**config.mk**
```make
export PLATFORM = sky130hd
export DESIGN_NAME = aibcr3aux_por_seq
export DESIGN_NICKNAME = d
export VERILOG_FILES = /design/src/rtl/aibcr3aux_por_seq.sv
export SDC_FILE = /design/constraint.sdc
export NUM_CORES = 1
export LEC_CHECK = 0
export ABC_CLOCK_PERIOD_IN_PS = 2800
export CAP_MARGIN = 0
export CELL_PAD_IN_SITES_DETAIL_PLACEMENT = 2
export CELL_PAD_IN_SITES_GLOBAL_PLACEMENT = 2
export CORE_ASPECT_RATIO = 0.8
export CORE_MARGIN = 3
export CORE_UTILIZATION = 25
export DETAILED_ROUTE_END_ITERATION = 8
export PLACE_DENSITY = 0.67
export SYNTH_ARGS = -nofsm -noshare
export SYNTH_HDL_FRONTEND = slang
export SYNTH_SLANG_ARGS = --single-unit
```
**constraint.sdc**
```tcl
create_clock -name i_osc_clk -period 2.8 [get_ports i_osc_clk]
set_input_delay 0.42 -clock i_osc_clk [delete_from_list [all_inputs] [get_ports i_osc_clk]]
set_output_delay 0.42 -clock i_osc_clk [all_outputs]
set_load 0.01 [all_outputs]
```
**src/rtl/aibcr3aux_por_seq.sv**
```systemverilog
// Power-on / device-detect reset sequencer: synchronizes and debounces AUX POR and device
// detect, then releases the per-channel resets one at a time to limit wake-up in-rush.
module aibcr3aux_por_seq #(
    parameter int unsigned NCH         = 24,
    parameter int unsigned DEB_CYC     = 16,
    parameter int unsigned STAGGER_CYC = 4
) (
    input  logic           i_osc_clk,
    input  logic           i_rst_n,
    input  logic           i_por_vcchssi,
    input  logic           i_device_detect,
    output logic [NCH-1:0] o_chan_rst_n,
    output logic           o_aux_rdy,
    output logic [1:0]     o_seq_state
);

    localparam int unsigned IdxW = (NCH > 1) ? $clog2(NCH) : 1;

    localparam logic [7:0]      DebMax  = 8'(DEB_CYC - 1);
    localparam logic [7:0]      StagMax = 8'(STAGGER_CYC - 1);
    localparam logic [IdxW-1:0] IdxMax  = IdxW'(NCH - 1);
    localparam logic [IdxW-1:0] IdxOne  = IdxW'(1);

    typedef enum logic [1:0] {
        StIdle    = 2'b00,
        StWaitPwr = 2'b01,
        StRelease = 2'b10,
        StReady   = 2'b11
    } state_e;

    logic            por_meta_q, por_meta_d;
    logic            por_s_q, por_s_d;
    logic            dd_meta_q, dd_meta_d;
    logic            dd_s_q, dd_s_d;
    logic [7:0]      deb_cnt_q, deb_cnt_d;
    logic [7:0]      scnt_q, scnt_d;
    logic [IdxW-1:0] idx_q, idx_d;
    logic [NCH-1:0]  chan_rst_n_q, chan_rst_n_d;
    logic            aux_rdy_q, aux_rdy_d;
    state_e          state_q, state_d;
    logic            qual;

    always_comb begin
        por_meta_d   = i_por_vcchssi;
        por_s_d      = por_meta_q;
        dd_meta_d    = i_device_detect;
        dd_s_d       = dd_meta_q;

        qual         = !por_s_q && dd_s_q;

        // Debounce only filters release; any unqualified cycle restarts it.
        if (!qual) begin
            deb_cnt_d = '0;
        end else if (deb_cnt_q == DebMax) begin
            deb_cnt_d = deb_cnt_q;
        end else begin
            deb_cnt_d = deb_cnt_q + 8'd1;
        end

        state_d      = state_q;
        idx_d        = idx_q;
        scnt_d       = scnt_q;
        chan_rst_n_d = chan_rst_n_q;
        aux_rdy_d    = aux_rdy_q;

        case (state_q)
            StIdle: begin
                state_d = StWaitPwr;
            end
            StWaitPwr: begin
                if (qual && (deb_cnt_q == DebMax)) begin
                    state_d = StRelease;
                    idx_d   = '0;
                    scnt_d  = '0;
                end
            end
            StRelease: begin
                if (scnt_q == StagMax) begin
                    chan_rst_n_d[idx_q] = 1'b1;
                    scnt_d              = '0;
                    // idx parks at the last channel so it never wraps.
                    if (idx_q == IdxMax) begin
                        state_d   = StReady;
                        aux_rdy_d = 1'b1;
                    end else begin
                        idx_d = idx_q + IdxOne;
                    end
                end else begin
                    scnt_d = scnt_q + 8'd1;
                end
            end
            StReady: begin
                chan_rst_n_d = '1;
                aux_rdy_d    = 1'b1;
            end
            default: begin
                state_d = StIdle;
            end
        endcase

        // Abort overrides everything above, including a release due on this edge.
        if ((state_q != StIdle) && !qual) begin
            state_d      = StWaitPwr;
            chan_rst_n_d = '0;
            aux_rdy_d    = 1'b0;
            idx_d        = '0;
            scnt_d       = '0;
        end
    end

    always_ff @(posedge i_osc_clk or negedge i_rst_n) begin
        if (!i_rst_n) begin
            por_meta_q   <= 1'b1;
            por_s_q      <= 1'b1;
            dd_meta_q    <= 1'b0;
            dd_s_q       <= 1'b0;
            deb_cnt_q    <= '0;
            scnt_q       <= '0;
            idx_q        <= '0;
            chan_rst_n_q <= '0;
            aux_rdy_q    <= 1'b0;
            state_q      <= StIdle;
        end else begin
            por_meta_q   <= por_meta_d;
            por_s_q      <= por_s_d;
            dd_meta_q    <= dd_meta_d;
            dd_s_q       <= dd_s_d;
            deb_cnt_q    <= deb_cnt_d;
            scnt_q       <= scnt_d;
            idx_q        <= idx_d;
            chan_rst_n_q <= chan_rst_n_d;
            aux_rdy_q    <= aux_rdy_d;
            state_q      <= state_d;
        end
    end

    assign o_chan_rst_n = chan_rst_n_q;
    assign o_aux_rdy    = aux_rdy_q;
    assign o_seq_state  = state_q;

endmodule

```
# ---- After elaboration in Yosys (flattened, before gate mapping)
# Index checks and enable logic that the tools add are counted.
# W data, S select, Z words.
dict set report word_totals {
  regBits 52
  inputBits 4
}
dict set report op_classes {
  add_sub_neg 3
  n_lt_le_gt_ge 2
  eq_ne 11
  mux 25
  bitwise_logic 1
  reduce_logical 16
}
# op count
set op_table {}
lappend op_table {{$mux W24} 2}
lappend op_table {{$pmux W24 S2} 1}
lappend op_table {{$mux W8} 5}
lappend op_table {{$or A24 B24 Y24} 1}
lappend op_table {{$mux W5} 4}
lappend op_table {{$add A8 B1 Y8 const B} 2}
lappend op_table {{$pmux W8 S2} 1}
lappend op_table {{$ne A3 B3 Y1 const B} 4}
lappend op_table {{$pmux W5 S2} 1}
lappend op_table {{$eq A8 B2 Y1 const B} 1}
lappend op_table {{$eq A8 B4 Y1 const B} 1}
lappend op_table {{$mux W2} 4}
lappend op_table {{$reduce_and A4 Y1} 2}
lappend op_table {{$lt A5 B6 Y1 const B} 1}
lappend op_table {{$pmux W2 S3} 1}
lappend op_table {{$reduce_bool A3 Y1} 2}
lappend op_table {{$add A5 B1 Y5 const B} 1}
lappend op_table {{$demux W1 S5} 1}
lappend op_table {{$eq A5 B5 Y1 const B} 1}
lappend op_table {{$ge A5 B1 Y1 const B} 1}
lappend op_table {{$eq A2 B2 Y1 const B} 2}
lappend op_table {{$logic_and A1 B1 Y1} 4}
lappend op_table {{$mux W1} 4}
lappend op_table {{$reduce_and A2 Y1} 2}
lappend op_table {{8 further kinds} 9}

# ---- Depth between registers and ports, before layout
# Gate-level depths: netlist of the first run.
dict set report logic_depth {
  ltp_word 8
  depth_mapped 8
  ltp_nobuf 7
}

# ---- Worst setup path before layout of the first run
# No wires, ideal clock.
dict set report synth_timing {
  kind {reg2reg}
  start {reg scnt_q[0]}
  end {reg idx_q[0]}
  arrival_time_ns 1.820
  t_required_ns 2.668
  setup_slack_ns 0.848
  path_stages_with_launch 7
  synth_period_minus_slack_ns 1.952
  path_cell_list {dfrtp_1 > ha_1 > or4b_4 > nor4_4 > nor2_1 > o31ai_1 > o31ai_1}
}
dict set report synth_between {
  elab_chain_cells 3
}
# item line
set synth_rtl {}
lappend synth_rtl {{start, declared} 36} ;# logic [7:0] scnt_q, scnt_d;
lappend synth_rtl {{start signal, assigned} 129} ;# scnt_q <= scnt_d;
lappend synth_rtl {{$eq A8 B2 Y1} 78} ;# if (scnt_q == StagMax) begin
lappend synth_rtl {{$ne A3 B3 Y1 (no line)} --}
lappend synth_rtl {{$reduce_and A4 Y1 (no line)} --}
lappend synth_rtl {{end signal, assigned} 130} ;# idx_q <= idx_d;
lappend synth_rtl {{end, declared} 37} ;# logic [IdxW-1:0] idx_q, idx_d;
# No other way between the ends.
# A chain may end at the register's enable or synchronous reset.

# ---- Worst setup path in the final report of the first run
dict set report layout_timing {
  start {reg scnt_q[0]}
  end {reg chan_rst_n_q[5] (netlist: o_chan_rst_n[5])}
}
dict set report layout_between {
  elab_chain_cells 3
}
# item line
set layout_rtl {}
lappend layout_rtl {{$eq A8 B2 Y1} 78}
lappend layout_rtl {{$ne A3 B3 Y1 (no line)} --}
lappend layout_rtl {{$reduce_and A2 Y1 (no line)} --}
lappend layout_rtl {{end signal, assigned} 131} ;# chan_rst_n_q <= chan_rst_n_d;
lappend layout_rtl {{end, declared} 38} ;# logic [NCH-1:0] chan_rst_n_q, chan_rst_n_d;
# No other way between the ends.

==> results.md, run 1 <==
| Metric | Value | Unit |
|---|---|---|
| EDFF count, synth | 0 | - |
| DRC errors left | 0 | - |
| Via/cell ratio | 4.88 | - |
| RD Place Congestion | 0.778 | - |
| Largest net degree at the start of global routing | 53 | - |
| Slew at the pin closest to its max-slew limit | 1040 | ps |
| Detailed Route Iter0 Violations | 106 | - |
| Worst setup EP type | flip-flop | - |
| Leakage power | 0.00137 | uW |
| Worst vdd rail ir drop | 0.000209 | V |
| Summed negative setup slack over all endpoints | 0 | ps |
| Highest attainable clock frequency | 424 | MHz |
| Antenna Cells | 0 | - |
| Hold WS | 116 | ps |
| Number of buffers added to fix hold violations after cts | 0 | - |
| Clock input transition at the sequential cells of the worst setup and hold paths | 70 | ps |
| Number of cell rows | 33 | - |
| Via count of the first global-routing pass | 2248 | - |
| Detailed Route WL | 7.15 | mm |
| Placed wire-length estimate | 4.97 | mm |
| Max Transition Viols Final | 0 | - |
| Fraction of the yosys area taken by sequential cells | 48.7 | % |
| Clock latency on the worst-skew pair | 290 | ps |
| Setup violation total in the final timing report | 0 | - |
| Antenna violations before repair | 0 | - |
| Hold Fails Final Rpt | 0 | - |
| PortBufs | 30 | - |
| Die Span X | 122 | um |
| Post-detailed-route wirelength per cell | 16.2 | um |
| Type of element launching the critical path | flip-flop | - |
| Buffer depth of the longest clock path | 2 | - |
| Vertical die dimension | 98.5 | um |
| Initial core utilization | 25.9 | % |
| Pwr Density | 440 | mW/mm2 |
| Number of buffers added by the clock tree synthesis step | 5 | - |
| Crit path kind | flip-flop to flip-flop | - |
| Layout cells sized above 1 | 7.64 | % |
| Count of synthesis-stage warnings from yosys | 0 | - |
| Vias | 2150 | - |
| Relative slew slack | 30.7 | % |
| Post-CTS setup buffer count | 0 | - |
| Ratio of final minimum period to clock period | 84.3 | % |
| Iteration count of the initial detailed-routing pass | 4 | - |
| Global-route wire length before repair | 12.3 | mm |
| Instance count of the mapped netlist | 273 | - |
| Max-cap violations | 0 | - |
| Mapped Nets | 288 | - |
| Mean cell area of the mapped netlist | 9.80 | um2 |
| Sink count of the clock tree | 52 | - |
| Worst path required time | 3030 | ps |
| Shortest period the worst path allows | 2360 | ps |
| Total track usage | 12.8 | % |
| Sequential standard cell area | 0.00130 | mm2 |
| Quantity of gates resized following cts | 0 | - |
| Setup repair after global routing missed its margin | no | - |
| Top fanout value on the critical path | 24 | - |
| Multi-input combinational cell area | 0.00127 | mm2 |
| Buffer cell driving the clock tree root | clkbuf_16 | - |
| Hold Path Class | input pin to asynchronous set/reset pin | - |
| Gr ovfl total | 0 | - |
| #FFs+latches synth | 52 | - |
| Die outline area | 0.0120 | mm2 |
| Number of top-level pins | 31 | - |
| Layout Area Growth over Synthesis | 22.5 | % |
| Core Footprint | 0.0103 | mm2 |
| Number of H-tree levels | 2 | - |
| Top FF cell, synth | dfrtp_1 | - |
| Worst setup skew after layout | 3.94 | ps |
| Number of nets still failing antenna checks after routing | 0 | - |
| Fraction of registers with async set/reset | 100 | % |
| Net count reported at finish | 315 | - |
| Unique masters post-synth | 41 | - |
| Clock tree from TritonCTS | yes | - |
| Synth Cell Area | 0.00268 | mm2 |
| Status | completed | - |
| Total Power Consumption | 1440 | uW |
| WP data arrival | 2590 | ps |
| Final-layout fill cell count | 1139 | - |
## through the flow
stage	util (%)	worst slack, ps	instances	cell area [um2]
2_1_floorplan	-	848	273	2680
3_3_place_gp	30.3	521	433	3130
3_5_place_dp	30.3	417	433	3130
4_1_cts	31.7	390	441	3280
5_1_grt	31.7	213	441	3280
6_report	31.7	441	441	3280
## worst max-delay path, stage by stage, from the launching register on
cell	delay, ps
dfrtp_1	400
ha_1	250
or4b_4	500
nor4_4	420
a21oi_2	380
nor2_1	220
o21a_1	130
## registers in the layout (all words and copies together), names as in the netlist
signal        cells
dd_s_q            1
scnt_q            8
por_s_q           1
o_aux_rdy         1
deb_cnt_q         8
dd_meta_q         1
o_chan_rst_n     24
por_meta_q        1
idx_q             5
o_seq_state       2
## cell usage after synthesis (3+ instances only)
cell | instances | area [um2]
nand3_1 | 10 | 50.1
a31oi_1 | 3 | 18.8
and2_1 | 3 | 18.8
clkbuf_1 | 10 | 37.5
and3_1 | 7 | 43.8
o21a_1 | 25 | 188
nor2_1 | 37 | 139
nand2_1 | 10 | 37.5
nor3b_1 | 3 | 22.5
ha_1 | 11 | 138
inv_1 | 5 | 18.8
dfrtp_1 | 50 | 1250
nor3_1 | 6 | 30.0
o21ai_0 | 18 | 90.1
o31ai_1 | 10 | 75.1
nor2b_1 | 4 | 25.0
xor2_1 | 4 | 35.0
a21oi_1 | 26 | 130
## area by class of cell
cell class | instances | share of cell area, %
Timing Repair Buffer | 36 | 10.8
Sequential cell | 52 | 39.8
Clock buffer | 7 | 4.35
Clock inverter | 1 | 0.229
Multi-Input combinational cell | 200 | 38.9
Tap cell | 140 | 5.35
Inverter | 5 | 0.573
## worst paths after layout
kind,start,to,slack [ps],cells after the start
setup / recovery,scnt_q[0],o_chan_rst_n[5],440,6
hold / removal,i_rst_n,o_chan_rst_n[6],120,2
setup reg to reg,scnt_q[0],o_chan_rst_n[5],440,6
hold reg to reg,dd_meta_q,dd_s_q,350,0
max in group asynchronous,i_rst_n,por_meta_q,2390,2
min in group i_osc_clk,dd_meta_q,dd_s_q,350,0
## where the power goes
part           switching (uW)  internal (uW)  leakage [uW]
sequential               2.31            756      0.000709
clock                     282            357     0.0000701
combinational            32.5           12.4      0.000587
total                     317           1130       0.00137
## logic make-up after synthesis
family                     share of synthesized area, %
AOI/OAI and AO/OA                                  21.7
xor gates and xnor gates                           1.64
adders and majority gates                          5.14
buffers and inverters                              3.60
DFF                                                48.7
muxes                                             0.374
and+or+nand+nor                                    18.8
## layer usage
layer | global-route usage [%] | share of wire [%]
met3 | 2.52 | 2.4
met5 | 0 | 0
met2 | 20.1 | 47
met4 | 3.36 | 0.85
met1 | 18.1 | 50
## cell usage in the layout (no fill, tap or decap), types with 2 or more instances in the layout
| cell type | netlist | routed |
|---|---|---|
| dfrtp_1 | 50 | 50 |
| nor2_1 | 37 | 37 |
| clkdlybuf4s50_1 | 0 | 29 |
| a21oi_1 | 26 | 26 |
| o21a_1 | 25 | 25 |
| o21ai_0 | 18 | 18 |
| ha_1 | 11 | 11 |
| nand3_1 | 10 | 10 |
| nand2_1 | 10 | 10 |
| o31ai_1 | 10 | 10 |
| and3_1 | 7 | 7 |
| nor3_1 | 6 | 6 |
| inv_1 | 5 | 5 |
| clkbuf_16 | 0 | 5 |
| buf_4 | 0 | 5 |
| nor2b_1 | 4 | 4 |
| xor2_1 | 4 | 4 |
| a31oi_1 | 3 | 3 |
| and2_1 | 3 | 3 |
| nor3b_1 | 3 | 3 |
| nor4_4 | 2 | 2 |
| nand2b_1 | 2 | 2 |
| o2bb2ai_1 | 2 | 2 |
| nand4_1 | 2 | 2 |
| dfstp_2 | 2 | 2 |
No activity file was read; power rests on OpenSTA's default activity.
==> run 2: changes to the inputs <==
Settings changed: ABC_CLOCK_PERIOD_IN_PS 2800 to 2000, PLACE_DENSITY 0.67 to 0.7.
Clock period 2.8 ns to 2 ns, I/O delays scaled along.
==> results.md, run 2 (synthesis gave the netlist of run 1 again) <==
| Metric | Value | Unit | Change |
|---|---|---|---|
| Initial core utilization | 25.9 | % | unchanged |
| Worst path required time | 2180 | ps | was 3030 ps |
| RD Place Congestion | 0.729 | - | was 0.778 |
| Vertical die dimension | 98.5 | um | unchanged |
| Pwr Density | 581 | mW/mm2 | was 440 mW/mm2 |
| Number of nets still failing antenna checks after routing | 0 | - | unchanged |
| Number of H-tree levels | 2 | - | unchanged |
| Met2 capacity usage during global routing | 22.0 | % | was 20.1% |
| Net count reported at finish | 352 | - | was 315 |
| Iteration count of the initial detailed-routing pass | 4 | - | unchanged |
| Type of element launching the critical path | flip-flop | - | unchanged |
| Pre-CTS setup slack | -162 | ps | was 417 ps |
| Highest-count cells in the layout ignoring fill and taps | dfrtp_1, nor2_1, buf_4 | - | was dfrtp_1, nor2_1, clkdlybuf4s50_1 |
| Most common cell after layout, fill and taps aside | dfrtp_1 | - | unchanged |
| Cell family with most CP delay | simple AND/OR/NAND/NOR gates | - | unchanged |
| Largest stage delay on the critical path | 470 | ps | was 500 ps |
| Global-route met3 utilization | 3.10 | % | was 2.52% |
| Antenna violations before repair | 0 | - | unchanged |
| Busiest layer in global routing | met2 | - | unchanged |
| Via/cell ratio | 4.89 | - | was 4.88 |
| Post-placement cell count | 456 | - | was 433 |
| Die outline area | 0.0120 | mm2 | unchanged |
| Highest attainable clock frequency | 511 | MHz | was 424 MHz |
| Leakage power | 0.00156 | uW | was 0.00137 uW |
| Worst setup EP type | flip-flop | - | unchanged |
| Status | completed | - | unchanged |
| Layout cells sized above 1 | 24.0 | % | was 7.64% |
| Worst setup skew after layout | 7.18 | ps | was 3.94 ps |
| Ratio of final minimum period to clock period | 97.9 | % | was 84.3% |
| Hold Path Class | flip-flop to flip-flop | - | was input pin to asynchronous set/reset pin |
| Cells traversed along the worst timing path | ha_2 > or4b_4 > nor4_4 > buf_6 > nor2_4 > o31ai_2 > o31ai_2 | - | was ha_1 > or4b_4 > nor4_4 > a21oi_2 > nor2_1 > o21a_1 |
| Shortest period the worst path allows | 1960 | ps | was 2360 ps |
| Net switching power | 480 | uW | was 317 uW |
| Switching share of total power | 22.3 | % | was 22.0% |
| Global-route wire length before repair | 13.6 | mm | was 12.3 mm |
| Total track usage | 14.2 | % | was 12.8% |
| Most frequent cell on the critical path | o31ai_2 | - |  |
| Buffer cell driving the clock tree root | clkbuf_16 | - | unchanged |
| Max-cap violations | 0 | - | unchanged |
| DRC errors left | 0 | - | unchanged |
| Total Power Consumption | 2150 | uW | was 1440 uW |
| Core Footprint | 0.0103 | mm2 | unchanged |
| GRT met1 Usage | 19.6 | % | was 18.1% |
| Layout Area Growth over Synthesis | 38.7 | % | was 22.5% |
| Worst vdd rail ir drop | 0.000336 | V | was 0.000209 V |
| Vias | 2339 | - | was 2150 |
| Setup repair after global routing missed its margin | yes | - | was no |
| Post-detailed-route wirelength per cell | 17.3 | um | was 16.2 um |
| Slew at the pin closest to its max-slew limit | 535 | ps | was 1040 ps |
| Detailed Route Iter0 Violations | 67 | - | was 106 |
| Largest net degree at the start of global routing | 31 | - | was 53 |
| Setup violation total in the final timing report | 0 | - | unchanged |
| Post-placement cell area | 0.00330 | mm2 | was 0.00313 mm2 |
| WP data arrival | 2140 | ps | was 2590 ps |
| Power share of the clock group | 47.1 | % | was 44.3% |
| Setup ws final | 41.2 | ps | was 441 ps |
| PortBufs | 30 | - | unchanged |
| Die Span X | 122 | um | unchanged |
| Antenna Cells | 0 | - | unchanged |
| Via count of the first global-routing pass | 2507 | - | was 2248 |
| Share of total power in sequential cells | 49.3 | % | was 52.6% |
| Gr ovfl total | 0 | - | unchanged |
| Final instance count without filler cells | 478 | - | was 441 |
| Clock tree from TritonCTS | yes | - | unchanged |
| Detailed Route WL | 8.28 | mm | was 7.15 mm |
| Summed negative setup slack over all endpoints | 0 | ps | unchanged |
| Placed wire-length estimate | 5.35 | mm | was 4.97 mm |
| Buffer depth of the longest clock path | 2 | - | unchanged |
| Relative slew slack | 64.2 | % | was 30.7% |
| Cell at the slowest stage of the critical path | or4b_4 | - | unchanged |
| Number of top-level pins | 31 | - | unchanged |
| Power share of the combinational group | 3.6 | % | was 3.1% |
| Top fanout value on the critical path | 4 | - | was 24 |
| Number of flip-flops under the largest register name | 24 | - | unchanged |
| Sink count of the clock tree | 52 | - | unchanged |
| Hold Fails Final Rpt | 0 | - | unchanged |
| Critical path buffer and inverter count | 1 | - | was 0 |
| Internal power consumption | 1670 | uW | was 1130 uW |
| Clock input transition at the sequential cells of the worst setup and hold paths | 70 | ps | about the same |
| Number of buffers added by the clock tree synthesis step | 5 | - | unchanged |
| Clock latency on the worst-skew pair | 310 | ps | was 290 ps |
| Final instance area | 0.00371 | mm2 | was 0.00328 mm2 |
| Max Transition Viols Final | 0 | - | unchanged |
| Number of cell rows | 33 | - | unchanged |
| Crit path kind | flip-flop to flip-flop | - | unchanged |
==> run 2: changes by cell type in the layout (fill, tap and decap cells not counted), moves of 4 or more <==
cell	change
buf_4	+30
buf_6	+5
ha_1	-4
o21ai_0	-13
o21ai_1	+11
o31ai_1	-6
o31ai_2	+6
==> run 2: power groups by stage <==
stage	Combinational [uW]	Sequential, uW	Clock, uW
final	77.7	1060	1020
after global routing	88.9	1060	1090
after CTS	78.4	1060	1040
after detailed placement	72.0	1080	0
after global placement	69.3	1080	0
after floorplan	24.7	1080	0
==> run 2: area by class of cell <==
| class | count | area [um2] |
|---|---|---|
| fillers | 1121 | 6610 |
| clock inverters | 3 | 42.5 |
| flip-flops and latches | 52 | 1310 |
| repair buffers | 72 | 644 |
| multi-input cells | 201 | 1400 |
| clock buffers | 5 | 125 |
| well taps | 140 | 175 |
| inverters | 5 | 18.8 |
==> run 2: through the flow <==
stage               utilization [%]  hold slack (ps)
floorplan                         -             4.41
global placement               32.0              150
detailed placement             32.0              154
CTS                            34.9              353
global route                   36.0              360
finish                         36.0              350
==> run 2: layer usage <==
metal  wire length [um]  vias to the layer above
met5                  0                        -
li1                   -                     1102
met1               3870                     1190
met4                164                        0
met2               4000                       35
met3                240                       12
==> run 2: path summary, 6_finish.rpt <==
check                           from              end  slack, ps  cells past startpoint
hold / removal             dd_meta_q           dd_s_q        350                      0
max in group asynchronous    i_rst_n        scnt_q[1]       1140                      3
min in group asynchronous    i_rst_n  o_chan_rst_n[8]        370                      2
setup reg to reg           scnt_q[0]         idx_q[1]         40                      7
setup / recovery           scnt_q[0]         idx_q[1]         40                      7
hold reg to reg            dd_meta_q           dd_s_q        350                      0
==> run 2: repair_timing <==
action / 4_1_cts / 5_1_grt
setup buffers: 9 / 4
resized for setup: 24 / 22
gates cloned: 0 / 1
endpoints found under the hold margin: 5 / 0
pin swaps: 19 / 5
endpoints found under the setup margin: 39 / 40
hold buffers: 1 / 0
